### src/rtl/parser_dispatcher.sv
// Round-robin dispatcher sharing NUM_PARSERS external parsers; results return in accept order.
// Define PARSER_DISP_STATS_EN to enable the accepted-packet and input-stall counters.
module parser_dispatcher #(
    parameter int unsigned         NUM_PARSERS = 4,
    parameter int unsigned         SEQ_W       = 16,
    parameter int unsigned         BYTE_BUS    = 8,
    parameter int unsigned         HDR_MAX_LEN = 16,
    parameter int unsigned         NUM_HEADERS = 3,
    parameter int unsigned         DATA_BUS    = 8,
    parameter logic [DATA_BUS-1:0] NO_HEADER   = '1
) (
    input  logic                                                  clk,
    input  logic                                                  rst,
    input  logic                                                  in_valid_i,
    output logic                                                  in_ready_o,
    input  logic [HDR_MAX_LEN-1:0][BYTE_BUS-1:0]                  in_hdr_i,
    output logic [NUM_PARSERS-1:0]                                par_start_o,
    output logic [NUM_PARSERS-1:0][HDR_MAX_LEN-1:0][BYTE_BUS-1:0] par_hdr_o,
    input  logic [NUM_PARSERS-1:0]                                par_ready_i,
    input  logic [NUM_PARSERS-1:0][NUM_HEADERS-1:0][DATA_BUS-1:0] par_hdrs_i,
    output logic                                                  out_valid_o,
    input  logic                                                  out_ready_i,
    output logic [NUM_HEADERS-1:0][DATA_BUS-1:0]                  out_hdrs_o,
    output logic [SEQ_W-1:0]                                      out_seq_o,
    output logic [31:0]                                           pkt_cnt_o,
    output logic [31:0]                                           stall_cnt_o
);

    localparam int unsigned PtrW = (NUM_PARSERS > 1) ? $clog2(NUM_PARSERS) : 1;

    typedef enum logic [1:0] {StIdle, StStarted, StBusy, StDone} slot_state_e;

    slot_state_e                                        slot_q [NUM_PARSERS];
    slot_state_e                                        slot_d [NUM_PARSERS];
    logic [SEQ_W-1:0]                                   tag_q  [NUM_PARSERS];
    logic [PtrW-1:0]                                    disp_ptr_q, disp_ptr_d;
    logic [PtrW-1:0]                                    ret_ptr_q, ret_ptr_d;
    logic [SEQ_W-1:0]                                   seq_cnt_q;
    logic [NUM_PARSERS-1:0]                             par_start_q, par_start_d;
    logic [NUM_PARSERS-1:0][HDR_MAX_LEN-1:0][BYTE_BUS-1:0] par_hdr_q;
    logic                                               out_valid_q;
    logic [NUM_HEADERS-1:0][DATA_BUS-1:0]               out_hdrs_q;
    logic [SEQ_W-1:0]                                   out_seq_q;

    logic accept;
    logic ret_slot_ready;
    logic out_free;
    logic retire;

    function automatic logic [PtrW-1:0] ptr_inc(input logic [PtrW-1:0] p);
        if (NUM_PARSERS == 1) begin
            return '0;
        end
        return p + PtrW'(1);
    endfunction

    // A BUSY slot whose parser just raised ready can retire directly, skipping DONE.
    always_comb begin
        accept         = in_valid_i && (slot_q[disp_ptr_q] == StIdle);
        ret_slot_ready = ((slot_q[ret_ptr_q] == StBusy) && par_ready_i[ret_ptr_q]) ||
                         (slot_q[ret_ptr_q] == StDone);
        out_free       = !out_valid_q || out_ready_i;
        retire         = ret_slot_ready && out_free;
    end

    // Slot state register
    always_ff @(posedge clk) begin
        if (rst) begin
            for (int i = 0; i < NUM_PARSERS; i++) begin
                slot_q[i] <= StIdle;
            end
            disp_ptr_q <= '0;
            ret_ptr_q  <= '0;
        end else begin
            for (int i = 0; i < NUM_PARSERS; i++) begin
                slot_q[i] <= slot_d[i];
            end
            disp_ptr_q <= disp_ptr_d;
            ret_ptr_q  <= ret_ptr_d;
        end
    end

    // Slot next-state logic
    always_comb begin
        disp_ptr_d = accept ? ptr_inc(disp_ptr_q) : disp_ptr_q;
        ret_ptr_d  = retire ? ptr_inc(ret_ptr_q) : ret_ptr_q;
        for (int i = 0; i < NUM_PARSERS; i++) begin
            slot_d[i] = slot_q[i];
            unique case (slot_q[i])
                StIdle: begin
                    if (accept && (disp_ptr_q == PtrW'(i))) begin
                        slot_d[i] = StStarted;
                    end
                end
                // Parser drops ready on the start edge, so ready is not meaningful here.
                StStarted: slot_d[i] = StBusy;
                StBusy: begin
                    if (retire && (ret_ptr_q == PtrW'(i))) begin
                        slot_d[i] = StIdle;
                    end else if (par_ready_i[i]) begin
                        slot_d[i] = StDone;
                    end
                end
                StDone: begin
                    if (retire && (ret_ptr_q == PtrW'(i))) begin
                        slot_d[i] = StIdle;
                    end
                end
                default: slot_d[i] = StIdle;
            endcase
        end
    end

    always_comb begin
        par_start_d = '0;
        if (accept) begin
            par_start_d[disp_ptr_q] = 1'b1;
        end
    end

    // Datapath: per-slot header/tag capture and output stage
    always_ff @(posedge clk) begin
        if (rst) begin
            for (int i = 0; i < NUM_PARSERS; i++) begin
                tag_q[i] <= '0;
            end
            seq_cnt_q   <= '0;
            par_start_q <= '0;
            par_hdr_q   <= '0;
            out_valid_q <= 1'b0;
            out_hdrs_q  <= {NUM_HEADERS{NO_HEADER}};
            out_seq_q   <= '0;
        end else begin
            par_start_q <= par_start_d;
            if (accept) begin
                par_hdr_q[disp_ptr_q] <= in_hdr_i;
                tag_q[disp_ptr_q]     <= seq_cnt_q;
                seq_cnt_q             <= seq_cnt_q + SEQ_W'(1);
            end
            if (retire) begin
                out_valid_q <= 1'b1;
                out_hdrs_q  <= par_hdrs_i[ret_ptr_q];
                out_seq_q   <= tag_q[ret_ptr_q];
            end else if (out_valid_q && out_ready_i) begin
                out_valid_q <= 1'b0;
            end
        end
    end

    // Outputs come from registered state only.
    always_comb begin
        in_ready_o  = (slot_q[disp_ptr_q] == StIdle);
        par_start_o = par_start_q;
        par_hdr_o   = par_hdr_q;
        out_valid_o = out_valid_q;
        out_hdrs_o  = out_hdrs_q;
        out_seq_o   = out_seq_q;
    end

`ifdef PARSER_DISP_STATS_EN
    logic [31:0] pkt_cnt_q;
    logic [31:0] stall_cnt_q;

    always_ff @(posedge clk) begin
        if (rst) begin
            pkt_cnt_q   <= '0;
            stall_cnt_q <= '0;
        end else begin
            if (accept) begin
                pkt_cnt_q <= pkt_cnt_q + 32'd1;
            end
            if (in_valid_i && !in_ready_o) begin
                stall_cnt_q <= stall_cnt_q + 32'd1;
            end
        end
    end

    assign pkt_cnt_o   = pkt_cnt_q;
    assign stall_cnt_o = stall_cnt_q;
`else
    assign pkt_cnt_o   = '0;
    assign stall_cnt_o = '0;
`endif

endmodule

### config.mk
export PLATFORM = sky130hd
export DESIGN_NAME = parser_dispatcher
export DESIGN_NICKNAME = d
export VERILOG_FILES = /design/src/rtl/parser_dispatcher.sv
export SDC_FILE = /design/constraint.sdc
export NUM_CORES = 1
export LEC_CHECK = 0
export BUFFER_PORTS_ARGS = -buffer_cell sky130_fd_sc_hd__buf_4
export CORE_AREA = 10 10 328 330
export CTS_CLUSTER_DIAMETER = 150
export DETAILED_ROUTE_END_ITERATION = 16
export DIE_AREA = 0 0 338 340
export PLACE_DENSITY = 0.48
export SYNTH_ARGS = -nofsm -noshare
export SYNTH_HDL_FRONTEND = slang
export SYNTH_SLANG_ARGS = --single-unit
### constraint.sdc
create_clock -name clk -period 3.9 [get_ports clk]
set_input_delay 0 -clock clk [delete_from_list [all_inputs] [get_ports clk]]
set_output_delay 0 -clock clk [all_outputs]
set_load 0.02 [all_outputs]
After elaboration in Yosys (flattened, before gate mapping). Memories as Yosys holds them, arrays and structs flattened. A register that Yosys moved wholly into a read port is not among the register bits. Cells that the tools add are included.

Bits in registers: 561. Memory bits (writable): 72. Bits in latches: 0. Memories kept: 2. Bits in read-only memories: 0. Output and inout port bits: 622.

Div/mod/pow operators: 0. Eq/ne operators: 20. Shift operators: 0. Reductions and logical operators: 26. Multipliers: 0. $lt $le $gt $ge: 3. Add/subtract/negate cells: 3. Multiplexer cells: 48. Bitwise logic cells: 5.

Memories: tag_q (depth 4, bits a word 16, rd ports 1, clocked after memory_dff 1, write ports 4, RTL line 35) `logic [SEQ_W-1:0] tag_q [NUM_PARSERS];`; slot_q (depth 4, bits a word 2, rd ports 6, clocked after memory_dff 2, write ports 4, RTL line 33) `slot_state_e slot_q [NUM_PARSERS];`.

Operators with widths (count): $bwmux W512 (1); $demux W128 S2 (1); $mux W128 (1); $mux W2 (25); $bmux W24 S2 (1); $pmux W2 S4 (4); $eq A2 B2 Y1 const B (14); $mux W24 (1); $add A16 B1 Y16 const B (1); $mux W16 (1); $reduce_or A16 Y1 (1); $logic_not A2 Y1 (7); $logic_and A1 B1 Y1 (13); $eq A2 B1 Y1 const B (6); $mux W1 (11); $lt A2 B3 Y1 const B (2); $add A2 B1 Y2 const B (2); $or A1 B1 Y1 (4); $bmux W1 S2 (1); $demux W1 S2 (1); $ge A2 B1 Y1 const B (1); $logic_or A1 B1 Y1 (2); $reduce_bool A2 Y1 (1); $reduce_or A2 Y1 (1); 2 further kinds (2).

Longest topological paths before layout. Gate-level depths: netlist of run 1.

Depth after elaboration: 9. Mapped depth: 9.

Worst setup path after synthesis of run 1. OpenSTA, ideal clock, no wires.

Kind: register -> register. From: memory slot_q[2][1] (netlist bit). To: memory tag_q[3][0] (enable). Library setup time: 0.414 ns. Data arrival time: 2.427 ns. Period minus slack after synthesis: 2.842 ns. Stages on the path, launching flop included: 6. Path slack: 1.058 ns. Cells stage by stage: dfxtp_1 -> nor2_1 -> mux4_2 -> buf_4 -> nand2_1 -> o31ai_1.

RTL lines (RTL line): start, declared (33); end, declared (35).

==> flow_metrics.env, run 1 <==
export IMPL_numCtsBuffers=77
export IMPL_die_area_mm2=0.115
export IMPL_min_to="par_hdr_o[193]"
export IMPL_stdcell_count=5126
export IMPL_fp_row_count=117
export IMPL_synthFlopType="dfxtp_1"
export IMPL_switching_share=0.344
export IMPL_p_seq_frac=0.370
export IMPL_synth_top_area_share=0.478
export IMPL_grt_pass1_wl_um=152000
export IMPL_crit_arrival_ns=3.45
export IMPL_worst_pin_slew_ns=1.04
export IMPL_pin_count=854
export IMPL_clkTransAtPathRegs_ns=0.06
export IMPL_maxCapViolCount=0
export IMPL_setup_viol=0
export IMPL_min_period_over_period=0.757
export IMPL_syn_to_final_growth_pct=45.9
export IMPL_slew_violations=0
export IMPL_multiInputGateArea_mm2=0.00965
export IMPL_internal_power_uw=14400
export IMPL_final_net_count=3948
export IMPL_start_util=0.244
export IMPL_ff2ff_path_depth=7
export IMPL_drive_above_1_share=0.268
export IMPL_synth_warnings=0
export IMPL_startpoint="slot_q[2][1]"
export IMPL_cpPeakStageDelay_ns=0.62
export IMPL_p_per_area_mw_per_mm2=612
export IMPL_register_area_mm2=0.0137
export IMPL_synth_most_common_cell="nand2_1"
export IMPL_path_buf_inv=2
export IMPL_placed_area_mm2=0.0316
export IMPL_drtIter0Drc=1290
export IMPL_netlist_area_mm2=0.0247
export IMPL_hold_class="in -> reg"
export IMPL_via_count=22500
export IMPL_synth_cell_types=40
export IMPL_combPwrFrac=0.298
export IMPL_grt_pass1_vias=22000
export IMPL_ys_seq_elements=653
export IMPL_post_drt_wl_per_cell_um=20.8
export IMPL_cts_tree="done"
export IMPL_antenna_found_initial=3
export IMPL_cts_sinks=653
export IMPL_ff2ff_setup_slack_ns=0.95
export IMPL_synth_area_leaders="dfxtp_1 (48%), nand2_1 (16%), a21oi_1 (11%), edfxtp_1 (7.8%), mux4_2 (4.0%)"
export IMPL_end_kind="flip-flop"
export IMPL_hold_start="in_hdr_i[65]"
export IMPL_yosys_top_cells_count="nand2_1 (1054), dfxtp_1 (589), a21oi_1 (530)"
export IMPL_drt_wl_total_um=106000
export IMPL_grt_overflow=0
export IMPL_slowest_stage="dlygate4sd3_1"
export IMPL_crit_fanout=42
export IMPL_cp_top_family="buffers and inverters"
export IMPL_cp_required_ns=4.40
export IMPL_ys_async_sr_fraction=0
export IMPL_fin_worst_skew_ns=0.0178
export IMPL_dp_cells=4804
export IMPL_crit_type="reg -> reg"
export IMPL_pwr_share_clk=0.331
export IMPL_utilization=0.356
export IMPL_hpwl_um=74600
export IMPL_min_period_ns=2.95
export IMPL_final_area_mm2=0.0360
export IMPL_clock_latency_ns=0.63
export IMPL_antenna_left=0
export IMPL_core_area_mm2=0.101
export IMPL_n_antenna_cell=0
export IMPL_cts_buffer_depth=3
export IMPL_fill_cells=10400
export IMPL_drt_pass1_iter_count=5
export IMPL_reg2reg_to="par_hdr_o[436]"
export IMPL_die_x_um=338
export IMPL_io_buffers=789
export IMPL_cts_setup_buffers=0
export IMPL_fin_setup_tns_ns=0
export IMPL_max_freq_ghz=0.339
export IMPL_status="finished, final reports clean"
export IMPL_drc=0
export IMPL_p_switching_uw=7580
export IMPL_worst_setup_path_start_kind="flip-flop"
export IMPL_vdd_drop_max_mv=0.301
export IMPL_htreeDepth=3
export IMPL_relSlewSlack=0.308
export IMPL_synth_edf_count=64
export IMPL_vias_per_cell=4.38
export IMPL_die_h_um=340
export IMPL_globalplace_congestion=0.854
export IMPL_p_leak_uw=0.0143
export IMPL_synth_area_per_cell_um2=8.77
export IMPL_root_buffer="clkbuf_16"
export IMPL_timing_rr_start="slot_q[2][1]"
export IMPL_yosysSeqAreaShare=0.556
export IMPL_netlist_instances=2813
export IMPL_synth_top_cell_by_area="dfxtp_1"
export IMPL_grt_max_degree=187
export IMPL_cp_cell_sequence="nor2_1 -> mux4_2 -> nand3_4 -> buf_12 -> nand2_1 -> a21oi_1 -> dlygate4sd3_1"
export IMPL_min_path_cells=4
export IMPL_finalHoldViolCount=0
export IMPL_track_usage=0.175
export IMPL_rsz0062_at_grt="no"
## power groups by stage
stage,Sequential [uW],Combinational [uW],Clock [uW]
after floorplan,9140,2720,0
after global placement,8260,6460,0
after detailed placement,8290,6480,0
after CTS,8160,6710,7510
after global routing,8260,7080,7740
final,8150,6570,7300
## placed cells by master (no fill, tap or decap), types with 4 or more instances in the layout
cell	count
a21oi_1	530
and2_1	64
and3_4	8
buf_12	18
buf_4	812
bufinv_16	4
clkbuf_1	19
clkbuf_16	82
clkbuf_8	16
clkinv_2	9
conb_1	64
dfxtp_1	587
dlygate4sd3_1	186
edfxtp_1	64
ha_1	15
inv_1	15
mux2i_1	40
mux4_2	44
nand2_1	1054
nand3_1	9
nand3_4	4
nand4_1	8
nor2_1	50
o21ai_0	4
xor2_1	10
## worst max path at each step
stage,to,cells past startpoint
2_1_floorplan,tag_q[3][0],5
3_3_place_gp,tag_q[0][9],5
3_5_place_dp,tag_q[0][8],5
4_1_cts,par_hdr_o[436],7
5_1_grt,par_hdr_o[436],7
6_report,par_hdr_o[436],7
## worst min-delay path, delay by kind of cell
family	cells	cell delay [ns]
buffers and inverters	2	0.68
AO/OA/AOI/OAI	1	0.05
AND/OR/NAND/NOR	1	0.05
## flip-flops by register name, indices dropped and copies added, names as in the netlist, named ones only
| signal | flops |
|---|---|
| par_hdr_o | 512 |
| tag_q | 64 |
| seq_cnt_q | 16 |
| out_seq_o | 16 |
| out_valid_o | 1 |
| ret_ptr_q | 2 |
| out_hdrs_o | 24 |
| slot_q | 8 |
| disp_ptr_q | 2 |
| par_start_o | 4 |
## metrics by stage
stage / setup slack [ns] / hold slack (ns) / total power (uW)
after detailed placement: 1.05 / 0.281 / 14800
after global placement: 1.11 / 0.276 / 14700
final: 0.949 / 0.197 / 22000
after global routing: 0.808 / 0.181 / 23100
after CTS: 0.933 / 0.131 / 22400
after floorplan: 1.06 / 0.136 / 11900
## area by class of cell
| cell class | instances | share of cell area |
|---|---|---|
| repair buffers | 1017 | 0.231 |
| multi-input cells | 1937 | 0.268 |
| inverters | 15 | 0.00156 |
| clock buffers | 117 | 0.0651 |
| clock inverters | 19 | 0.00559 |
| flip-flops and latches | 653 | 0.381 |
| well taps | 1368 | 0.0475 |
## per-layer routing
metal / GRT usage / wire, um
met3: 0.0573 / 10000
met1: 0.202 / 41500
met5: 0 / 0
met4: 0.0685 / 3940
met2: 0.296 / 51000
## logic make-up (layout without fill, tap and decap cells)
logic type      count (synthesis)  in the layout  share of synthesized area
simple gates                 1213           1213                      0.196
flops                         653            653                      0.556
compound gates                547            547                      0.113
buf+inv                       286           1168                     0.0657
mux                            85             85                     0.0568
fa+ha+maj                      15             15                    0.00760
xor+xnor                       13             13                    0.00461
other cells                     1             64                   0.000152
## timing repair
| item | CTS | global route |
|---|---|---|
| resized for setup | 0 | 0 |
| hold endpoints to repair | 573 | 0 |
| hold buffers | 186 | 0 |
(Power assumes the default switching activity.)
==> run 2: changes to the inputs <==
Settings changed: CORE_AREA 10 10 328 330 to 10 10 326 328, DIE_AREA 0 0 338 340 to 0 0 336 338, PLACE_DENSITY 0.48 to 0.5.
Clock period 3.9 ns to 2.4 ns, I/O delays scaled along.
==> run 2 against run 1 <==
Effect of this change:
- via count increased by 0.84%
- critical endpoint is now out_hdrs_o[21]
- critical path depth shrank 2
- power grew 64%
==> flow_metrics.env, run 2 (synthesized netlist as in run 1, its figures left out) <==
export IMPL_multiInputGateArea_mm2=0.00965
export IMPL_timing_rr_start="ret_ptr_q[0]"
export IMPL_relSlewSlack=0.210
export IMPL_worst_setup_path_start_kind="flip-flop"
export IMPL_cts_buffer_depth=3
export IMPL_hold_start="in_hdr_i[75]"
export IMPL_min_path_cells=4
export IMPL_reg2reg_to="out_hdrs_o[21]"
export IMPL_path_buf_inv=2
export IMPL_pin_count=854
export IMPL_largest_register_ffs=512
export IMPL_start_util=0.248
export IMPL_maxCapViolCount=0
export IMPL_numCtsBuffers=79
export IMPL_drive_above_1_share=0.276
export IMPL_htreeDepth=3
export IMPL_drtIter0Drc=1415
export IMPL_ff2ff_path_depth=5
export IMPL_hold_class="in -> reg"
export IMPL_setup_viol=0
export IMPL_vias_per_cell=4.43
export IMPL_status="finished, final reports clean"
export IMPL_crit_arrival_ns=2.77
export IMPL_cp_cell_sequence="buf_12 -> mux4_2 -> dlygate4sd3_1 -> mux2i_1 -> nand2_1"
export IMPL_crit_type="reg -> reg"
export IMPL_io_buffers=789
export IMPL_grt_pass1_wl_um=152000
export IMPL_drc=0
export IMPL_crit_fanout=44
export IMPL_syn_to_final_growth_pct=47.6
export IMPL_via_count=22700
export IMPL_fin_worst_skew_ns=0.0300
export IMPL_ff2ff_setup_slack_ns=0.14
export IMPL_final_net_count=3998
export IMPL_slew_violations=0
export IMPL_min_period_over_period=0.943
export IMPL_fill_cells=10200
export IMPL_clock_latency_ns=0.64
export IMPL_register_area_mm2=0.0137
export IMPL_end_kind="flip-flop"
export IMPL_drt_pass1_iter_count=6
export IMPL_min_to="par_hdr_o[203]"
export IMPL_layout_commonest_cell="nand2_1"
export IMPL_cp_required_ns=2.90
export IMPL_stdcell_count=5112
export IMPL_cts_tree="done"
export IMPL_drt_wl_total_um=106000
export IMPL_core_area_mm2=0.0996
export IMPL_vdd_drop_max_mv=0.506
export IMPL_antenna_left=0
export IMPL_die_area_mm2=0.114
export IMPL_antenna_found_initial=3
export IMPL_utilization=0.366
export IMPL_finalHoldViolCount=0
export IMPL_dp_cells=4784
export IMPL_layout_common_cells="nand2_1 (1054), buf_4 (844), dfxtp_1 (587)"
export IMPL_finalPower_uw=36100
export IMPL_p_leak_uw=0.0146
export IMPL_die_h_um=338
export IMPL_grt_max_degree=178
export IMPL_die_x_um=336
export IMPL_fp_row_count=116
export IMPL_worst_pin_slew_ns=1.18
export IMPL_rsz0062_at_grt="no"
export IMPL_cts_sinks=653
export IMPL_p_per_area_mw_per_mm2=991
export IMPL_root_buffer="clkbuf_16"
export IMPL_track_usage=0.176
export IMPL_grt_overflow=0
export IMPL_fin_setup_tns_ns=0
export IMPL_max_freq_ghz=0.442
export IMPL_min_period_ns=2.26
export IMPL_hpwl_um=76300
export IMPL_cp_top_family="buffers and inverters"
export IMPL_grt_pass1_vias=22200
export IMPL_post_drt_wl_per_cell_um=20.8
export IMPL_slowest_stage="dlygate4sd3_1"
export IMPL_cpPeakStageDelay_ns=0.62
export IMPL_clkTransAtPathRegs_ns=0.06
export IMPL_globalplace_congestion=0.939
[run 2: what timing repair did]
action                                 CTS  global route
hold buffers                           184             0
endpoints found under the hold margin  583             0
buffers inserted                         0             0
gates resized for setup                  0             1
setup endpoints to repair                0             7
[run 2: final cells by class]
cell class / instances / share of cell area
clock inverters: 19 / 0.00567
clock buffers: 122 / 0.0620
diodes: 3 / 0.000206
flip-flops and latches: 653 / 0.377
multi-input cells: 1937 / 0.265
well taps: 1298 / 0.0446
inverters: 15 / 0.00155
repair buffers: 1065 / 0.244
[run 2: per-layer routing]
| layer | track usage | wire length, um |
|---|---|---|
| met1 | 0.210 | 43200 |
| met2 | 0.294 | 51100 |
| met3 | 0.0595 | 9050 |
| met4 | 0.0566 | 2750 |
| met5 | 0 | 0 |
[run 2: worst max-delay path by stage]
stage | depth (start not counted) | startpoint | slack, ns | endpoint
CTS | 6 | slot_q[0][1] | 0.11 | par_hdr_o[280]
global placement | 6 | slot_q[2][1] | 0.20 | tag_q[1][2]
global route | 6 | slot_q[0][1] | 0.01 | par_hdr_o[307]
floorplan | 5 | slot_q[2][1] | 0.05 | tag_q[3][0]
finish | 5 | ret_ptr_q[0] | 0.14 | out_hdrs_o[21]
detailed placement | 6 | slot_q[0][1] | 0.12 | par_hdr_o[425]
[run 2: worst reg2reg max path: cells and delay by family, from the launching register on]
| family | cells | cell delay [ns] |
|---|---|---|
| buffers and inverters | 2 | 0.94 |
| flip-flops | 1 | 0.36 |
| multiplexers | 2 | 0.77 |
| AND/OR/NAND/NOR | 1 | 0.07 |
[run 2: through the flow]
stage / setup WS (ns) / cell area [um^2] / hold WS [ns]
global placement: 0.198 / 32100 / 0.276
finish: 0.138 / 36400 / 0.187
CTS: 0.109 / 36400 / 0.117
detailed placement: 0.120 / 32100 / 0.280
global route: 0.00967 / 36400 / 0.157
floorplan: 0.0495 / 24900 / 0.136
[run 2: power by group]
| part | internal (uW) | switching [uW] |
|---|---|---|
| sequential | 12500 | 803 |
| clock | 6810 | 4800 |
| combinational | 4340 | 6880 |
